**config.mk**
```make
export PLATFORM = sky130hd
export DESIGN_NAME = sm3_unpad_core
export DESIGN_NICKNAME = d
export VERILOG_FILES = /design/src/rtl/sm3_unpad_core.sv
export SDC_FILE = /design/constraint.sdc
export NUM_CORES = 1
export LEC_CHECK = 0
export BUFFER_PORTS_ARGS = -buffer_cell sky130_fd_sc_hd__buf_2
export CORE_ASPECT_RATIO = 1.75
export CORE_MARGIN = 10
export CORE_UTILIZATION = 45
export DETAILED_ROUTE_END_ITERATION = 16
export GPL_TIMING_DRIVEN = 0
export PLACE_DENSITY = 0.63
export SYNTH_ARGS = -nofsm -noshare
export SYNTH_HDL_FRONTEND = slang
export SYNTH_SLANG_ARGS = --single-unit
```
**constraint.sdc**
```tcl
create_clock -name clk -period 9.6 [get_ports clk]
set_input_delay 1.92 -clock clk [delete_from_list [all_inputs] [get_ports clk]]
set_output_delay 1.92 -clock clk [all_outputs]
set_load 0.01 [all_outputs]
```
**src/rtl/sm3_unpad_core.sv**
```systemverilog
// sm3_unpad_core
// Strips SM3 padding from a stream of 512-bit padded blocks. The result is the
// original message as a stream of left-aligned 32-bit words with a byte mask.
//
// Ports
//   clk, rst             : clock, asynchronous active-high reset
//   pad_inpt_d_i         : padded block word (big-endian, word 0 first)
//   pad_inpt_vld_i/rdy_o : input handshake
//   pad_inpt_lst_i       : marks word 15 of the final padded block
//   msg_otpt_d_o         : recovered message word, left-aligned
//   msg_otpt_vld_byte_o  : valid-byte mask (MSB = bits [31:24])
//   msg_otpt_vld_o/rdy_i : output handshake
//   msg_otpt_lst_o       : marks the final message word
//   unpad_done_o         : one-cycle pulse at the end of every message
//   unpad_err_o          : sticky error, cleared by the next accepted input word
//
// Optional build macro SM3_UNPAD_FMT_CHK_EN: when it is defined, the block also
// scans the padding content (0x80 marker and zero fill) and the length limit
// before it emits the final words. CALC then takes up to 17 cycles.
module sm3_unpad_core (
    input  logic        clk,
    input  logic        rst,
    input  logic [31:0] pad_inpt_d_i,
    input  logic        pad_inpt_vld_i,
    output logic        pad_inpt_rdy_o,
    input  logic        pad_inpt_lst_i,
    output logic [31:0] msg_otpt_d_o,
    output logic [3:0]  msg_otpt_vld_byte_o,
    output logic        msg_otpt_vld_o,
    input  logic        msg_otpt_rdy_i,
    output logic        msg_otpt_lst_o,
    output logic        unpad_done_o,
    output logic        unpad_err_o
);

    typedef enum logic [1:0] {RCV, EMIT_BLK, CALC, EMIT_LST} state_t;

    state_t      state;
    logic [31:0] mem [2][16];
    logic        wbank;      // bank being written; the pending bank is always ~wbank
    logic        pending;
    logic [3:0]  wcnt;
    logic [3:0]  ecnt;
    logic        rd_bank;
    logic [6:0]  rem_cnt;    // bytes still to emit in EMIT_LST (at most 119)
    logic [60:0] emitted;

    logic        in_fire;
    logic        out_free;
    logic [63:0] bit_len;
    logic [60:0] rem_full;
    logic        len_bad;
    logic [31:0] rd_word;
    logic        calc_err;
    logic        calc_fin;
    logic [6:0]  calc_rem;

    assign in_fire  = pad_inpt_vld_i & pad_inpt_rdy_o;
    // The output register may be loaded when it is empty or drains this cycle.
    assign out_free = ~msg_otpt_vld_o | msg_otpt_rdy_i;
    assign bit_len  = {mem[wbank][14], mem[wbank][15]};
    assign rem_full = bit_len[63:3] - emitted;
    assign rd_word  = mem[rd_bank][ecnt];

    // If emitted exceeds the byte count, the subtraction underflows to a huge
    // value. The range check below then rejects it.
    always_comb begin
        len_bad = (bit_len[2:0] != 3'd0);
        if (pending)
            len_bad = len_bad | (rem_full > 61'd119) | (rem_full < 61'd56);
        else
            len_bad = len_bad | (rem_full > 61'd55);
    end

    function automatic logic [3:0] tail_mask(input logic [6:0] n);
        case (n)
            7'd1:    tail_mask = 4'b1000;
            7'd2:    tail_mask = 4'b1100;
            7'd3:    tail_mask = 4'b1110;
            default: tail_mask = 4'b1111;
        endcase
    endfunction

    function automatic logic [31:0] byte_expand(input logic [3:0] m);
        byte_expand = {{8{m[3]}}, {8{m[2]}}, {8{m[1]}}, {8{m[0]}}};
    endfunction

`ifdef SM3_UNPAD_FMT_CHK_EN
    // Scan phase: cycle scnt (1..16) checks word scnt-1 of the pending bank and
    // the same word of the last bank. Positions count from the first byte of the
    // message that is still buffered.
    logic [4:0] scnt;
    logic [3:0] k;
    logic [6:0] base_lst;
    logic       fmt_ok;

    function automatic logic word_ok(input logic [31:0] w, input logic [6:0] base,
                                     input logic [6:0] rem);
        logic [6:0] p;
        logic [7:0] b;
        word_ok = 1'b1;
        for (int j = 0; j < 4; j++) begin
            p = base + 7'(j);
            b = w[31-8*j -: 8];
            if (p == rem)
                word_ok = word_ok & (b == 8'h80);
            else if (p > rem)
                word_ok = word_ok & (b == 8'h00);
        end
    endfunction

    assign k        = 4'(scnt - 5'd1);
    assign base_lst = pending ? (7'd64 + {1'b0, k, 2'b00}) : {1'b0, k, 2'b00};

    always_comb begin
        fmt_ok = 1'b1;
        if (pending && !word_ok(mem[~wbank][k], {1'b0, k, 2'b00}, rem_cnt))
            fmt_ok = 1'b0;
        if (k <= 4'd13 && !word_ok(mem[wbank][k], base_lst, rem_cnt))
            fmt_ok = 1'b0;
    end

    always_comb begin
        calc_rem = rem_cnt;
        calc_fin = (scnt == 5'd16);
        if (scnt == 5'd0)
            calc_err = len_bad | (bit_len >= 64'hFFFF_FFFF_FFFF_FE00);
        else
            calc_err = ~fmt_ok;
    end
`else
    assign calc_rem = rem_full[6:0];
    assign calc_err = len_bad;
    assign calc_fin = 1'b1;
`endif

    // Buffer storage is not reset; its contents do not matter after reset.
    always_ff @(posedge clk) begin
        if (in_fire)
            mem[wbank][wcnt] <= pad_inpt_d_i;
    end

    always_ff @(posedge clk or posedge rst) begin
        if (rst) begin
            state               <= RCV;
            pad_inpt_rdy_o      <= 1'b0;
            wbank               <= 1'b0;
            pending             <= 1'b0;
            wcnt                <= 4'd0;
            ecnt                <= 4'd0;
            rd_bank             <= 1'b0;
            rem_cnt             <= 7'd0;
            emitted             <= 61'd0;
            msg_otpt_d_o        <= 32'd0;
            msg_otpt_vld_byte_o <= 4'd0;
            msg_otpt_vld_o      <= 1'b0;
            msg_otpt_lst_o      <= 1'b0;
            unpad_done_o        <= 1'b0;
            unpad_err_o         <= 1'b0;
`ifdef SM3_UNPAD_FMT_CHK_EN
            scnt                <= 5'd0;
`endif
        end else begin
            unpad_done_o <= 1'b0;
            if (msg_otpt_vld_o && msg_otpt_rdy_i)
                msg_otpt_vld_o <= 1'b0;

            case (state)
                RCV: begin
                    pad_inpt_rdy_o <= 1'b1;
`ifdef SM3_UNPAD_FMT_CHK_EN
                    scnt <= 5'd0;
`endif
                    if (in_fire) begin
                        unpad_err_o <= 1'b0;
                        wcnt        <= wcnt + 4'd1;
                        if (pad_inpt_lst_i && wcnt != 4'd15) begin
                            // A truncated final block drops the whole message.
                            unpad_err_o  <= 1'b1;
                            unpad_done_o <= 1'b1;
                            pending      <= 1'b0;
                            emitted      <= 61'd0;
                            wcnt         <= 4'd0;
                        end else if (wcnt == 4'd15) begin
                            if (pad_inpt_lst_i) begin
                                state          <= CALC;
                                pad_inpt_rdy_o <= 1'b0;
                            end else if (!pending) begin
                                pending <= 1'b1;
                                wbank   <= ~wbank;
                            end else begin
                                state          <= EMIT_BLK;
                                pad_inpt_rdy_o <= 1'b0;
                                rd_bank        <= ~wbank;
                                ecnt           <= 4'd0;
                            end
                        end
                    end
                end

                EMIT_BLK: begin
                    if (out_free) begin
                        msg_otpt_vld_o      <= 1'b1;
                        msg_otpt_d_o        <= rd_word;
                        msg_otpt_vld_byte_o <= 4'b1111;
                        msg_otpt_lst_o      <= 1'b0;
                        emitted             <= emitted + 61'd4;
                        ecnt                <= ecnt + 4'd1;
                        // The last word is already in the output register, so
                        // the drained bank can be refilled at once. The bank just
                        // filled becomes the pending one.
                        if (ecnt == 4'd15) begin
                            state          <= RCV;
                            pad_inpt_rdy_o <= 1'b1;
                            wbank          <= ~wbank;
                        end
                    end
                end

                CALC: begin
                    if (calc_err) begin
                        unpad_err_o    <= 1'b1;
                        unpad_done_o   <= 1'b1;
                        state          <= RCV;
                        pad_inpt_rdy_o <= 1'b1;
                        pending        <= 1'b0;
                        emitted        <= 61'd0;
                    end else if (calc_fin) begin
                        if (calc_rem == 7'd0) begin
                            unpad_done_o   <= 1'b1;
                            state          <= RCV;
                            pad_inpt_rdy_o <= 1'b1;
                            pending        <= 1'b0;
                            emitted        <= 61'd0;
                        end else begin
                            state   <= EMIT_LST;
                            rem_cnt <= calc_rem;
                            rd_bank <= pending ? ~wbank : wbank;
                            ecnt    <= 4'd0;
                        end
                    end
`ifdef SM3_UNPAD_FMT_CHK_EN
                    else begin
                        if (scnt == 5'd0)
                            rem_cnt <= rem_full[6:0];
                        scnt <= scnt + 5'd1;
                    end
`endif
                end

                EMIT_LST: begin
                    if (msg_otpt_lst_o) begin
                        if (msg_otpt_vld_o && msg_otpt_rdy_i) begin
                            unpad_done_o   <= 1'b1;
                            msg_otpt_lst_o <= 1'b0;
                            state          <= RCV;
                            pad_inpt_rdy_o <= 1'b1;
                            pending        <= 1'b0;
                            emitted        <= 61'd0;
                            ecnt           <= 4'd0;
                        end
                    end else if (out_free) begin
                        msg_otpt_vld_o <= 1'b1;
                        if (rem_cnt <= 7'd4) begin
                            msg_otpt_vld_byte_o <= tail_mask(rem_cnt);
                            msg_otpt_d_o        <= rd_word & byte_expand(tail_mask(rem_cnt));
                            msg_otpt_lst_o      <= 1'b1;
                        end else begin
                            msg_otpt_vld_byte_o <= 4'b1111;
                            msg_otpt_d_o        <= rd_word;
                            rem_cnt             <= rem_cnt - 7'd4;
                            ecnt                <= ecnt + 4'd1;
                            // After the pending bank, continue with the last bank.
                            if (ecnt == 4'd15)
                                rd_bank <= wbank;
                        end
                    end
                end

                default: state <= RCV;
            endcase
        end
    end

endmodule
```
Word level (Yosys, flattened, before mapping)
Memory sizes are Yosys's and may differ from the RTL's.
Index checks and enable logic that the tools add are counted.
{"block": "totals", "ff_bits": 122, "latchBits": 0, "ramBits": 1024, "rom_bits": 0, "inputBits": 37, "output_inout_bits": 41, "word_cells": 220, "mem_count": 1}
{"memory": "mem", "words": 2, "width": 512, "rd": 2, "rd_clocked_by_memory_dff": 0, "wr": 1, "line_no": "39", "text": "logic [31:0] mem [2][16];"}
{"block": "op_classes", "add_sub_neg": 5, "multipliers": 0, "n_div": 0, "magnitude_cmp": 7, "eq_ne": 34, "shift": 0, "n_mux": 125, "bitwise": 10, "reduce_logical": 23}
{"op": "$mux W512", "n": 1}
{"op": "$mux W61", "n": 7}
{"op": "$pmux W61 S4", "n": 1}
{"op": "$mux W32", "n": 7}
{"op": "$bmux W32 S4", "n": 1}
{"op": "$demux W32 S4", "n": 1}
{"op": "$mux W4", "n": 21}
{"op": "$pmux W32 S2", "n": 1}
{"op": "$add A61 B3 Y61 const B", "n": 1}
{"op": "$gt A61 B6 Y1 const B", "n": 1}
{"op": "$gt A61 B7 Y1 const B", "n": 1}
{"op": "$lt A61 B6 Y1 const B", "n": 1}
{"op": "$sub A61 B61 Y61", "n": 1}
{"op": "$mux W1", "n": 56}
{"op": "$ne A2 B2 Y1 const B", "n": 18}
{"op": "$mux W7", "n": 5}
{"op": "$and A32 B32 Y32", "n": 1}
{"op": "$mux W2", "n": 11}
{"op": "$ne A3 B3 Y1 const B", "n": 7}
{"op": "$pmux W4 S4", "n": 1}
{"op": "$reduce_and A8 Y1", "n": 2}
{"op": "$eq A7 B2 Y1 const B", "n": 2}
{"op": "$pmux W7 S2", "n": 1}
{"op": "$reduce_and A12 Y1", "n": 1}
{"op": "other kinds (32)", "n": 54}

Longest topological paths before layout
{"block": "logic_depth", "depth_word": 11, "depth_mapped": 20, "depth_no_buf": 14}

Worst setup path after synthesis
No wires, ideal clock.
{"block": "synth_timing", "kind": "register to register", "start": "reg wbank", "end": "reg ecnt[3]", "setup_time_ps": 124, "t_arrival_ps": 4984, "t_required_ps": 9476, "setup_slack_ps": 4492, "path_stages_with_launch": 20, "path_buffers": 5, "synth_period_minus_slack_ps": 5108, "cell_sequence": "dfrtp_1 clkbuf_1 clkbuf_1 buf_1 mux2_2 ha_1 buf_2 nand2_1 nand2_1 o211a_1 o21a_1 or2_1 clkbuf_1 xor2_1 or4_1 a2111oi_2 nand4_2 nor4_2 o21ai_1 a211o_1"}
{"block": "synth_between", "elab_chain_cells": 8, "word_cells_on_any_way": 14, "cone_classes": "1 x add/sub; 3 x order compare; 2 x eq/ne; 1 x mux; 3 x bitwise; 3 x reduce/logical; 1 x memory"}
{"item": "start: declaration", "line_no": "40", "text": "logic wbank;"}
{"item": "start signal: assignment", "line_no": "190", "text": "wbank <= ~wbank;"}
{"item": "start signal: assignment", "line_no": "215", "text": "wbank <= ~wbank;"}
{"item": "$mem_v2 Z2 W512 (*)"}
{"item": "$sub A61 B61 Y61", "line_no": "62", "text": "assign rem_full = bit_len[63:3] - emitted;"}
{"item": "$gt A61 B7 Y1", "line_no": "70", "text": "len_bad = len_bad | (rem_full > 61'd119) | (rem_full < 61'd56);"}
{"item": "$or A1 B1 Y1 (2 in a row)", "line_no": "70"}
{"item": "$mux W1", "line_no": "69", "text": "if (pending)"}
{"item": "$ne A2 B2 Y1 (no line)"}
{"item": "$reduce_and A11 Y1 (no line) (*)"}
{"item": "end signal: assignment", "line_no": "208", "text": "ecnt <= ecnt + 4'd1;"}
{"item": "end signal: assignment", "line_no": "272", "text": "ecnt <= ecnt + 4'd1;"}
{"item": "end: declaration", "line_no": "43", "text": "logic [3:0] ecnt;"}
Every way passes the cells marked *; elsewhere a longest branch is shown, timed or not.
A chain may end at the register's enable or synchronous reset.

Final worst setup path
{"block": "layout_timing", "start": "reg wbank", "end": "reg emitted[40]"}
{"block": "layout_between", "elab_chain_cells": 8, "word_cells_on_any_way": 15, "cone_classes": "1 x add/sub; 3 x order compare; 1 x eq/ne; 3 x mux; 3 x bitwise; 3 x reduce/logical; 1 x memory"}
{"item": "$mem_v2 Z2 W512 (*)"}
{"item": "$sub A61 B61 Y61", "line_no": "62"}
{"item": "$gt A61 B7 Y1", "line_no": "70"}
{"item": "$or A1 B1 Y1 (2 in a row)", "line_no": "70"}
{"item": "$mux W1", "line_no": "69"}
{"item": "$ne A3 B3 Y1 (no line) or $mux W61 (tied branches)"}
{"item": "$reduce_and A6 Y1 (no line) or $pmux W61 S4 (tied branches)"}
{"item": "end signal: assignment", "line_no": "207", "text": "emitted <= emitted + 61'd4;"}
{"item": "end: declaration", "line_no": "46", "text": "logic [60:0] emitted;"}
Marked as above.

==> flow_metrics.tcl <==
set metrics [dict create \
    drt-wirelength-per-cell_um 33.86 \
    ys.flop_type "edfxtp_1" \
    clockRootBuffer "clkbuf_16" \
    hpwl_um 121400 \
    maxCapViolCount 1 \
    route.vias.total 29770 \
    drive_gt1_share_pct 22.02 \
    placed_cell_area_um2 53500 \
    violations "max-capacitance violations, max-slew violations" \
    timing.final.max_slew_violations 11 \
    antenna_found_initial 11 \
    grt_pass1_wl_um 226900 \
    routed.top_layer "met5" \
    first_pass_iters 6 \
    cp-end-kind "flip-flop" \
    post_cts_resize_count 0 \
    pin_count 78 \
    ant_nets 0 \
    die_h_um 461.2 \
    avgViaCountPerCell 6.233 \
    dp_cells 4581 \
    seq_area_frac_synth_pct 67.42 \
    synth.net_count 3100 \
    clock.fmax_mhz 113.5 \
    route.detailed.drc 0 \
    dieArea_um2 125500 \
    fill_cells 8876 \
    synthesis.area_um2 50060 \
    yosysWarnings 0 \
    synth.area.top_cells "edfxtp_1 61%, mux4_2 14%, dfrtp_1 6.0%" \
    cts_num_sinks 1144 \
    relSlewSlack_pct -1.372 \
    fin_cells 4776 \
    hold_viol 0 \
    pre_cts_ws_ps 1015 \
    synthTopCellsByCount "1,024 x edfxtp_1, 320 x mux4_2, 183 x nand2_1" \
    htreeDepth 3 \
    grt.total_usage_pct 25.66 \
    grt_max_degree 83 \
    worst_pin_slew_ps 1521 \
    synth.most_common_cell "edfxtp_1" \
    vdd_ir_drop_max_v 0.0001435 \
    power_uw 11370 \
    gp_congestion 0.9820 \
    nets 3323 \
    yosys.area.top_type "edfxtp_1" \
    period_minus_slack_ps 8807 \
    p_leak_uw 0.01797 \
    p_per_area_nw_per_um2 199.5 \
    dr_wl_met3_um 9505 \
    cts_tree "built" \
    ys_types 80 \
    drt_iter0_drc 2907 \
    cts.reportedPaths.clkPinSlew_ps 70 \
    critPathRequiredTime_ps 10230 \
    die_x_um 272.1 \
    path_class "flip-flop to flip-flop" \
    hp-class "flip-flop to flip-flop" \
    fin_worst_skew_ps 50.87 \
    wl_met1_um 51510 \
    finalWirelength_um 161700 \
    clock_latency_ps 730 \
    routed-wl-met2_um 89120 \
    rsz0062_at_grt "no" \
    synthArstFlopShare_pct 10.49 \
    post_cts_buffers 0 \
    grt_pass1_vias 30800 \
    worst_slack_ps 793.2 \
    setup_viol 0 \
    ys_ff_latch 1144 \
    io_buffers 76 \
    setup_tns_ps 0 \
    min_period_over_period_pct 91.74 \
    cts_buffers 101 \
    synth_enable_flop_cells 1024 \
    synth_top_area_share_pct 61.42 \
    critPathArrivalTime_ps 9430 \
    synthToLayoutAreaGrowth_pct 13.84 \
    synth_cells 2994 \
    ctsHoldBuffers 0 \
    design_area_um2 56990 \
    status "complete, but fails checks" \
    critPathMaxFanout 10 \
    core_area_um2 110200 \
    row_count 161 \
    overflow 0 \
    initial_utilization_pct 45.43 \
    avgSynthCellArea_um2 16.72 \
    clk_path_buf_depth 3 \
    cp-start-kind "flip-flop" \
]
==> cell type report <==
type / instances / area [um^2] / area share, %
Antenna cell: 3 / 7.507 / 0.01317
Buffer: 151 / 589.3 / 1.034
Clock buffer: 138 / 2820 / 4.948
Clock inverter: 54 / 668.1 / 1.172
Inverter: 85 / 324.1 / 0.5686
Multi-Input combinational cell: 1614 / 15660 / 27.48
Sequential cell: 1144 / 33750 / 59.22
Tap cell: 1467 / 1836 / 3.221
Timing Repair Buffer: 120 / 1334 / 2.340
==> per-layer routing <==
layer | up-vias | GRT usage, %
met2 | 1323 | 48.33
met4 | 12 | 16.34
li1 | 12540 | -
met3 | 377 | 3.677
met5 | - | 0
met1 | 15520 | 26.17
==> layout by cell type, fill, tap and decap left out, types with 14 or more instances in the layout <==
master | Yosys | final
a31oi_1 | 41 | 41
mux2_2 | 62 | 62
clkbuf_1 | 100 | 125
a21oi_1 | 117 | 117
or3_1 | 14 | 14
ha_1 | 69 | 69
buf_12 | 0 | 28
inv_1 | 85 | 84
a21o_1 | 14 | 14
and3_1 | 17 | 17
mux4_2 | 320 | 320
nand3_1 | 41 | 41
mux2i_1 | 48 | 48
buf_1 | 35 | 33
o21ai_0 | 110 | 110
nand4_1 | 38 | 38
nor2_4 | 0 | 32
clkinv_1 | 0 | 14
o21ai_1 | 35 | 34
nor3_1 | 69 | 69
nand2_1 | 183 | 183
nor2_1 | 160 | 128
xnor2_1 | 22 | 22
edfxtp_1 | 1024 | 1024
xor2_1 | 20 | 20
o21a_1 | 20 | 20
buf_2 | 16 | 94
a211oi_1 | 20 | 20
clkbuf_16 | 0 | 104
o22ai_1 | 21 | 21
dfrtp_1 | 120 | 120
==> report_power, final <==
group          leakage [uW]  internal [uW]  total [uW]  switching [uW]
Combinational       0.00546            662        1500             840
Clock               0.00169           2380        4260            1870
Sequential           0.0108           5560        5610            50.6
==> per-stage QoR <==
stage	utilization (%)	hold WS [ps]
6_report	51.72	464.7
5_1_grt	51.72	485.0
4_1_cts	51.72	474.5
3_5_place_dp	48.55	458.9
3_3_place_gp	47.44	451.7
2_1_floorplan	-	449.1
==> state kept, by name, summed over array words and instances (netlist names), 2 cells and up <==
name,count
emitted,59
mem,1024
rem_cnt,7
msg_otpt_d_o,32
ecnt,4
wcnt,4
msg_otpt_vld_byte_o,4
state,2
==> critical path, stage by stage, from the launching register on <==
cell	delay [ps]
dfrtp_1	320
clkbuf_1	590
clkbuf_1	690
buf_1	630
mux2_2	430
ha_1	270
buf_2	230
nand4_1	130
a211oi_1	990
o21ai_1	390
a21oi_1	380
o21ai_0	270
a2111oi_0	860
nand4_1	250
nor4bb_1	470
nand4_2	480
nor4_4	610
nor2_2	210
buf_2	290
o22ai_1	180
==> worst paths after layout <==
path,depth (start not counted),end,from,slack [ps]
max,19,emitted[40]$_DFFE_PP0P_,wbank$_DFFE_PP0P_,790
min in group asynchronous,2,rem_cnt[4]$_DFFE_PP0P_,rst,1250
max reg2reg,19,emitted[40]$_DFFE_PP0P_,wbank$_DFFE_PP0P_,790
min reg2reg,1,msg_otpt_vld_byte_o[3]$_DFFE_PP0P_,msg_otpt_vld_byte_o[3]$_DFFE_PP0P_,460
min,1,msg_otpt_vld_byte_o[3]$_DFFE_PP0P_,msg_otpt_vld_byte_o[3]$_DFFE_PP0P_,460
max in group asynchronous,3,msg_otpt_d_o[18]$_DFFE_PP0P_,rst,7440
==> kinds of logic after synthesis <==
kind of cell / after synthesis / share of synthesized area [%]
buffers and inverters: 236 / 1.809
XOR/XNOR: 42 / 0.7348
other: 2 / 0.01500
AND/OR/NAND/NOR: 593 / 5.631
multiplexers: 431 / 16.77
flip-flops: 1144 / 67.42
adder cells (fa/ha/maj): 69 / 1.724
AO/OA/AOI/OAI: 477 / 5.893
Power figures use the tool's default switching activity.
